===== src/rtl/w4_weight_unpacker.sv =====
// w4_weight_unpacker: pops packed int4 weight words from a FWFT FIFO and emits LANES x int8 beats.
// Latency: pop in cycle T, beat 0 valid in T+1; one beat per cycle with no bubbles between words.
// Backpressure: out_ready low freezes hold/beat/out_data and blocks pops; fifo_rd_en is combinational.
// Optional feature: define W4_ZERO_POINT_EN to subtract an unsigned per-word zero point from each nibble.
module w4_weight_unpacker #(
   parameter int IN_WIDTH    = 32,
   parameter int LANES       = 4,
   parameter int GROUP_WORDS = 4
) (
   input  logic                  clock,
   input  logic                  reset,
   input  logic [IN_WIDTH-1:0]   fifo_data,
   input  logic                  fifo_valid,
   output logic                  fifo_rd_en,
`ifdef W4_ZERO_POINT_EN
   input  logic [3:0]            zero_point,
`endif
   output logic [8*LANES-1:0]    out_data,
   output logic                  out_valid,
   input  logic                  out_ready,
   output logic                  out_last,
   output logic                  busy
);

   localparam int BEATS  = IN_WIDTH / (4 * LANES);
   localparam int BEAT_W = (BEATS > 1) ? $clog2(BEATS) : 1;
   localparam int CNT_W  = (GROUP_WORDS > 1) ? $clog2(GROUP_WORDS) : 1;
   localparam logic [BEAT_W-1:0] LAST_BEAT = BEAT_W'(BEATS - 1);
   localparam logic [CNT_W-1:0]  LAST_WORD = CNT_W'(GROUP_WORDS - 1);

   typedef enum logic {ST_EMPTY, ST_FULL} state_t;

   state_t              state_q, state_d;
   logic [IN_WIDTH-1:0] hold_q, hold_d;
   logic [BEAT_W-1:0]   beat_q, beat_d;
   logic [CNT_W-1:0]    word_cnt_q, word_cnt_d;
`ifdef W4_ZERO_POINT_EN
   logic [3:0]          zp_q, zp_d;
   logic [4:0]          diff;
`endif

   logic                accept;
   logic                last_beat;
   logic                pop;
   logic [4*LANES-1:0]  beat_nibs;
   logic [3:0]          nib;

   assign out_valid  = (state_q == ST_FULL);
   assign busy       = out_valid;
   assign last_beat  = (beat_q == LAST_BEAT);
   assign accept     = out_valid & out_ready;
   // Reset gates the pop so a word is never lost from the FIFO while this block is being cleared.
   assign pop        = ~reset & fifo_valid & ((state_q == ST_EMPTY) | (accept & last_beat));
   assign fifo_rd_en = pop;
   assign out_last   = out_valid & last_beat & (word_cnt_q == LAST_WORD);

   // Next-state: refill on pop, advance beat on mid-word accept, drain to EMPTY when no refill.
   always_comb begin
      state_d    = state_q;
      hold_d     = hold_q;
      beat_d     = beat_q;
      word_cnt_d = word_cnt_q;
`ifdef W4_ZERO_POINT_EN
      zp_d       = zp_q;
`endif
      if (accept && last_beat) begin
         word_cnt_d = (word_cnt_q == LAST_WORD) ? '0 : word_cnt_q + CNT_W'(1);
      end
      if (pop) begin
         state_d = ST_FULL;
         hold_d  = fifo_data;
         beat_d  = '0;
`ifdef W4_ZERO_POINT_EN
         zp_d    = zero_point;
`endif
      end else if (accept) begin
         if (last_beat) begin
            state_d = ST_EMPTY;
         end else begin
            beat_d = beat_q + BEAT_W'(1);
         end
      end
   end

   // State registers; hold is cleared so out_data reads zero out of reset.
   always_ff @(posedge clock) begin
      if (reset) begin
         state_q    <= ST_EMPTY;
         hold_q     <= '0;
         beat_q     <= '0;
         word_cnt_q <= '0;
`ifdef W4_ZERO_POINT_EN
         zp_q       <= '0;
`endif
      end else begin
         state_q    <= state_d;
         hold_q     <= hold_d;
         beat_q     <= beat_d;
         word_cnt_q <= word_cnt_d;
`ifdef W4_ZERO_POINT_EN
         zp_q       <= zp_d;
`endif
      end
   end

   // Current beat's nibbles come purely from registered hold/beat, so out_ready has no path to out_data.
   assign beat_nibs = hold_q[int'(beat_q) * 4 * LANES +: 4 * LANES];

   // Widen each nibble of the current beat to an 8-bit signed lane.
   always_comb begin
      out_data = '0;
      nib      = '0;
`ifdef W4_ZERO_POINT_EN
      diff     = '0;
`endif
      for (int l = 0; l < LANES; l++) begin
         nib = beat_nibs[4*l +: 4];
`ifdef W4_ZERO_POINT_EN
         diff = {1'b0, nib} - {1'b0, zp_q};
         out_data[8*l +: 8] = {{3{diff[4]}}, diff};
`else
         out_data[8*l +: 8] = {{4{nib[3]}}, nib};
`endif
      end
   end

endmodule


===== config.mk =====
export PLATFORM = sky130hd
export DESIGN_NAME = w4_weight_unpacker
export DESIGN_NICKNAME = d
export VERILOG_FILES = /design/src/rtl/w4_weight_unpacker.sv
export SDC_FILE = /design/constraint.sdc
export NUM_CORES = 1
export LEC_CHECK = 0
export CAP_MARGIN = 20
export CORE_MARGIN = 2
export CORE_UTILIZATION = 30
export DETAILED_ROUTE_END_ITERATION = 10
export GPL_TIMING_DRIVEN = 0
export MAX_ROUTING_LAYER = met4
export PLACE_DENSITY_LB_ADDON = 0.25
export SYNTH_ARGS = -nofsm -noshare
export SYNTH_HDL_FRONTEND = slang
export SYNTH_SLANG_ARGS = --single-unit

===== constraint.sdc =====
create_clock -name clock -period 2.7 [get_ports clock]
set_input_delay 0.54 -clock clock [delete_from_list [all_inputs] [get_ports clock]]
set_output_delay 0.54 -clock clock [all_outputs]
set_load 0.02 [all_outputs]

==> out/metrics.csv, run 1 <==
stage,metric,value,unit
cts,Inserted Clock Buffers,5,
die,Core Area,5610,um^2
power_and_ir_drop,share of total power in sequential cells,41.8,%
drt,total wirelength of the detailed-routed design,3.86,mm
finish,Total Nets Final,273,
power_and_ir_drop,net switching power,0.344,mW
critical_path,cell-by-cell listing of the critical path,buf_6 > mux2_2 > buf_4 > clkdlybuf4s50_1,
timing,RSZ-0062 raised after global routing,false,
power_and_ir_drop,worst supply voltage drop on vdd,296,uV
timing,count of final max-slew check failures,0,
cts,Max H-tree Level,2,
synthesis,cell count after synthesis,159,
critical_path,Slowest Stage Delay on Critical Path,0.53,ns
die,die width,80.8,um
drt,number of vias in the routed layout,1314,
power_and_ir_drop,Clock Power Share,33.1,%
finish,Layout Area Growth over Synthesis,51.8,%
synthesis,"area leader, netlist",dfxtp_1,
power_and_ir_drop,Switching Share,24.6,%
timing,final hold vios,0,
place,Placer Congestion,0.758,
drt,via density per instance,4.25,
die,total I/O pin count,72,
place,Placed Instances,301,
min_path,Hold Crit Class,reg -> reg,
timing,normalized max-slew margin,67.5,%
place,Buffers on Ports,70,
die,effective utilization at floorplan,31.5,%
cts,hold buffer count at cts,0,
power_and_ir_drop,combinational share of power,25.1,%
synthesis,Seq cells post-synth,36,
critical_path,worst reg2reg setup slack,1.12,ns
timing,f_max,397,MHz
power_and_ir_drop,Internal Power,1.05,mW
cts,insertion delay to the later sink of the worst-skew pair,0.28,ns
drt,total DRC errors in the routed layout,0,
critical_path,worst path required time,2.16,ns
critical_path,origin of the critical flop-to-flop path,busy,
power_and_ir_drop,total power per unit cell area,521,nW/um^2
global_route,maximum number of pins on one net before global-route repair,13,
global_route,global-route wire length before repair,6.13,mm
critical_path,Critical Path AT,1.98,ns
timing,clock period minus final worst setup slack,2.52,ns
synthesis,post-synthesis sequential area ratio,40.7,%
synthesis,leading cell types by count after synthesis,"mux2_2 (48), dfxtp_1 (36), nor2b_1 (31), buf_4 (18)",
timing,fraction of the cycle the final worst path needs,93.3,%
min_path,worst hold path endpoint,word_cnt_q[0],
power_and_ir_drop,Static Leak,1.16,nW
finish,fraction of the core area covered by cells at the end of the flow,47.9,%
flow_run,number of max-cap violations,0,
cts,"Clk pin slew, worst setup/hold paths",0.08,ns
timing,Worst Skew,0.00357,ns
finish,"Non-Filler Cell Area, Final",2690,um^2
critical_path,crit start category,register,
die,standard-cell rows,27,
critical_path,end of the worst register-to-register path,hold_q[6],
finish,non-filler instance count after layout,309,
timing,pin slew with the least headroom to its limit,0.487,ns
critical_path,count of cells along the worst register-to-register path,5,
drt,1st-pass router iterations,4,
synthesis,net count after synthesis,196,
cts,TritonCTS clock tree,built,
synthesis,post-synthesis async set-or-reset flop share,0,%
synthesis,library cell with the highest instance count after synthesis,mux2_2,
global_route,initial antenna violation count,0,
place,detailed placement HPWL,2.86,mm
global_route,global-route usage over all layers,12.7,%
synthesis,warnings from Yosys,0,
synthesis,mean cell area of the mapped netlist,11.1,um^2
global_route,vias in the first global route,1312,
synthesis,combined area of all synthesized cells,1770,um^2
finish,share of cells above drive strength 1,34.2,%
critical_path,nature of the critical path endpoint,primary output,
finish,fill cell instance count of the final layout,528,
min_path,Hold Path Depth,2,
timing,hold slack final,0.482,ns
synthesis,leading cell types by total area after synthesis,"dfxtp_1 (41%), mux2_2 (31%), nor2b_1 (11%), buf_4 (7.6%), buf_6 (1.9%)",
cts,TritonCTS Sinks,36,
die,Die Footprint,6530,um^2
synthesis,prevailing post-synth register cell,dfxtp_1,
synthesis,area share of the largest cell type after synthesis,40.7,%
cts,Longest Clk Path Bufs,2,
critical_path,Slowest cell on crit path,clkdlybuf4s50_1,
timing,endpoints failing setup,0,
critical_path,peak fanout along the critical path,19,
min_path,start point of the worst hold path,word_cnt_q[0],
finish,Antenna Diode Count,0,
drt,DRT iter0 DRCs,23,
global_route,GR Overflow Total,0,
drt,number of antenna-violating nets in the routed design,0,
run_status,status,finished clean,
drt,routed length per placed instance,12.5,um
cts,Clock Tree Root,clkbuf_8,
synthesis,post-synth cell types,21,
die,height of the die,80.8,um
place,Post-DP Area,2560,um^2
critical_path,critical setup path kind,reg -> out,
synthesis,number of synthesized flops with an enable pin,0,
[routing by layer]
metal / up-vias / wire length (um) / global-route usage, %
met4: 0 / 0 / 2.54
met2: 50 / 1610 / 18.8
met3: 0 / 316 / 4.00
met5: - / 0 / -
met1: 595 / 1930 / 17.0
li1: 669 / - / -
[state kept, by name, summed over array words and instances (netlist names)]
name,flops
word_cnt_q,2
busy,1
beat_q,1
hold_q,32
[final cells by class]
type                    count  area (um^2)  share of cell area (%)
clock buffers               5         68.8                    2.56
plain buffers              25          191                    7.13
multi-input cells          96          855                    31.8
well taps                  72         90.1                    3.35
flip-flops and latches     36          721                    26.8
inverters                   1         3.75                   0.140
repair buffers             71          714                    26.6
clock inverters             3         42.5                    1.58
[worst max-delay path, delay by kind of cell, from the launching register on]
family,cells,cell delay [ns]
mux,1,0.40
buf+inv,3,0.90
flops,1,0.39
[worst max path at each step]
stage	start	to	slack (ns)	cells after the start
2_1_floorplan	beat_q	out_data[20]	0.79	4
5_1_grt	beat_q	out_data[15]	0.08	4
3_5_place_dp	out_ready	fifo_rd_en	-0.17	5
4_1_cts	beat_q	out_data[22]	0.01	5
3_3_place_gp	out_ready	fifo_rd_en	-0.17	5
6_report	beat_q	out_data[5]	0.18	4
[cell usage in the layout (no fill, tap or decap)]
cell             count
bufinv_16            1
ha_1                 1
o21ai_0              1
nand3b_1             1
a21oi_1              2
clkinv_2             1
nand2_1              1
clkbuf_8             5
nor2_1               3
dfxtp_1             36
buf_6                4
dlymetal6s2s_1       3
and2b_1              2
nand3_1              1
nor2b_1             31
clkdlybuf4s50_1     66
inv_1                1
clkinvlp_4           1
a21boi_2             1
mux2i_1              1
and3_1               1
or3_1                1
nor3_4               1
mux2_2              48
clkbuf_1             3
dlygate4sd2_1        1
buf_4               19
[logic make-up after synthesis]
family | after synthesis | synth area share [%]
compound gates | 4 | 1.48
fa+ha+maj | 1 | 0.707
simple gates | 42 | 15.0
mux | 49 | 31.1
flops | 36 | 40.7
buf+inv | 27 | 11.0
[power by group through the flow]
stage	clock network, mW	registers (mW)	logic (mW)
finish	0.462	0.585	0.351
global route	0.505	0.590	0.375
CTS	0.477	0.585	0.359
detailed placement	0	0.597	0.355
global placement	0	0.596	0.352
floorplan	0	0.593	0.199
[through the flow]
stage          total power, mW  setup slack [ns]  setup TNS [ns]
2_1_floorplan            0.793             0.794               0
3_3_place_gp             0.949            -0.167          -0.167
3_5_place_dp             0.952            -0.174          -0.174
4_1_cts                   1.42            0.0118               0
5_1_grt                   1.47            0.0826               0
6_report                  1.40             0.180               0
[timing repair]
| item | in CTS | in global routing |
|---|---|---|
| pin swaps | 1 | 0 |
| setup endpoints to repair | 12 | 4 |
| resized for setup | 4 | 3 |
| buffers inserted | 1 | 0 |
No activity file was read; power rests on OpenSTA's default activity.
==> run 2: changes to the inputs <==
--- a/config.mk
+++ b/config.mk
@@ -10,6 +10,7 @@
 export CORE_UTILIZATION = 30
 export DETAILED_ROUTE_END_ITERATION = 10
 export GPL_TIMING_DRIVEN = 0
+export HOLD_SLACK_MARGIN = 0.06
 export MAX_ROUTING_LAYER = met4
 export PLACE_DENSITY_LB_ADDON = 0.25
 export SYNTH_ARGS = -nofsm -noshare
==> results of run 2 <==
No change in the layout: final DEF, timing and power equal those of run 1.
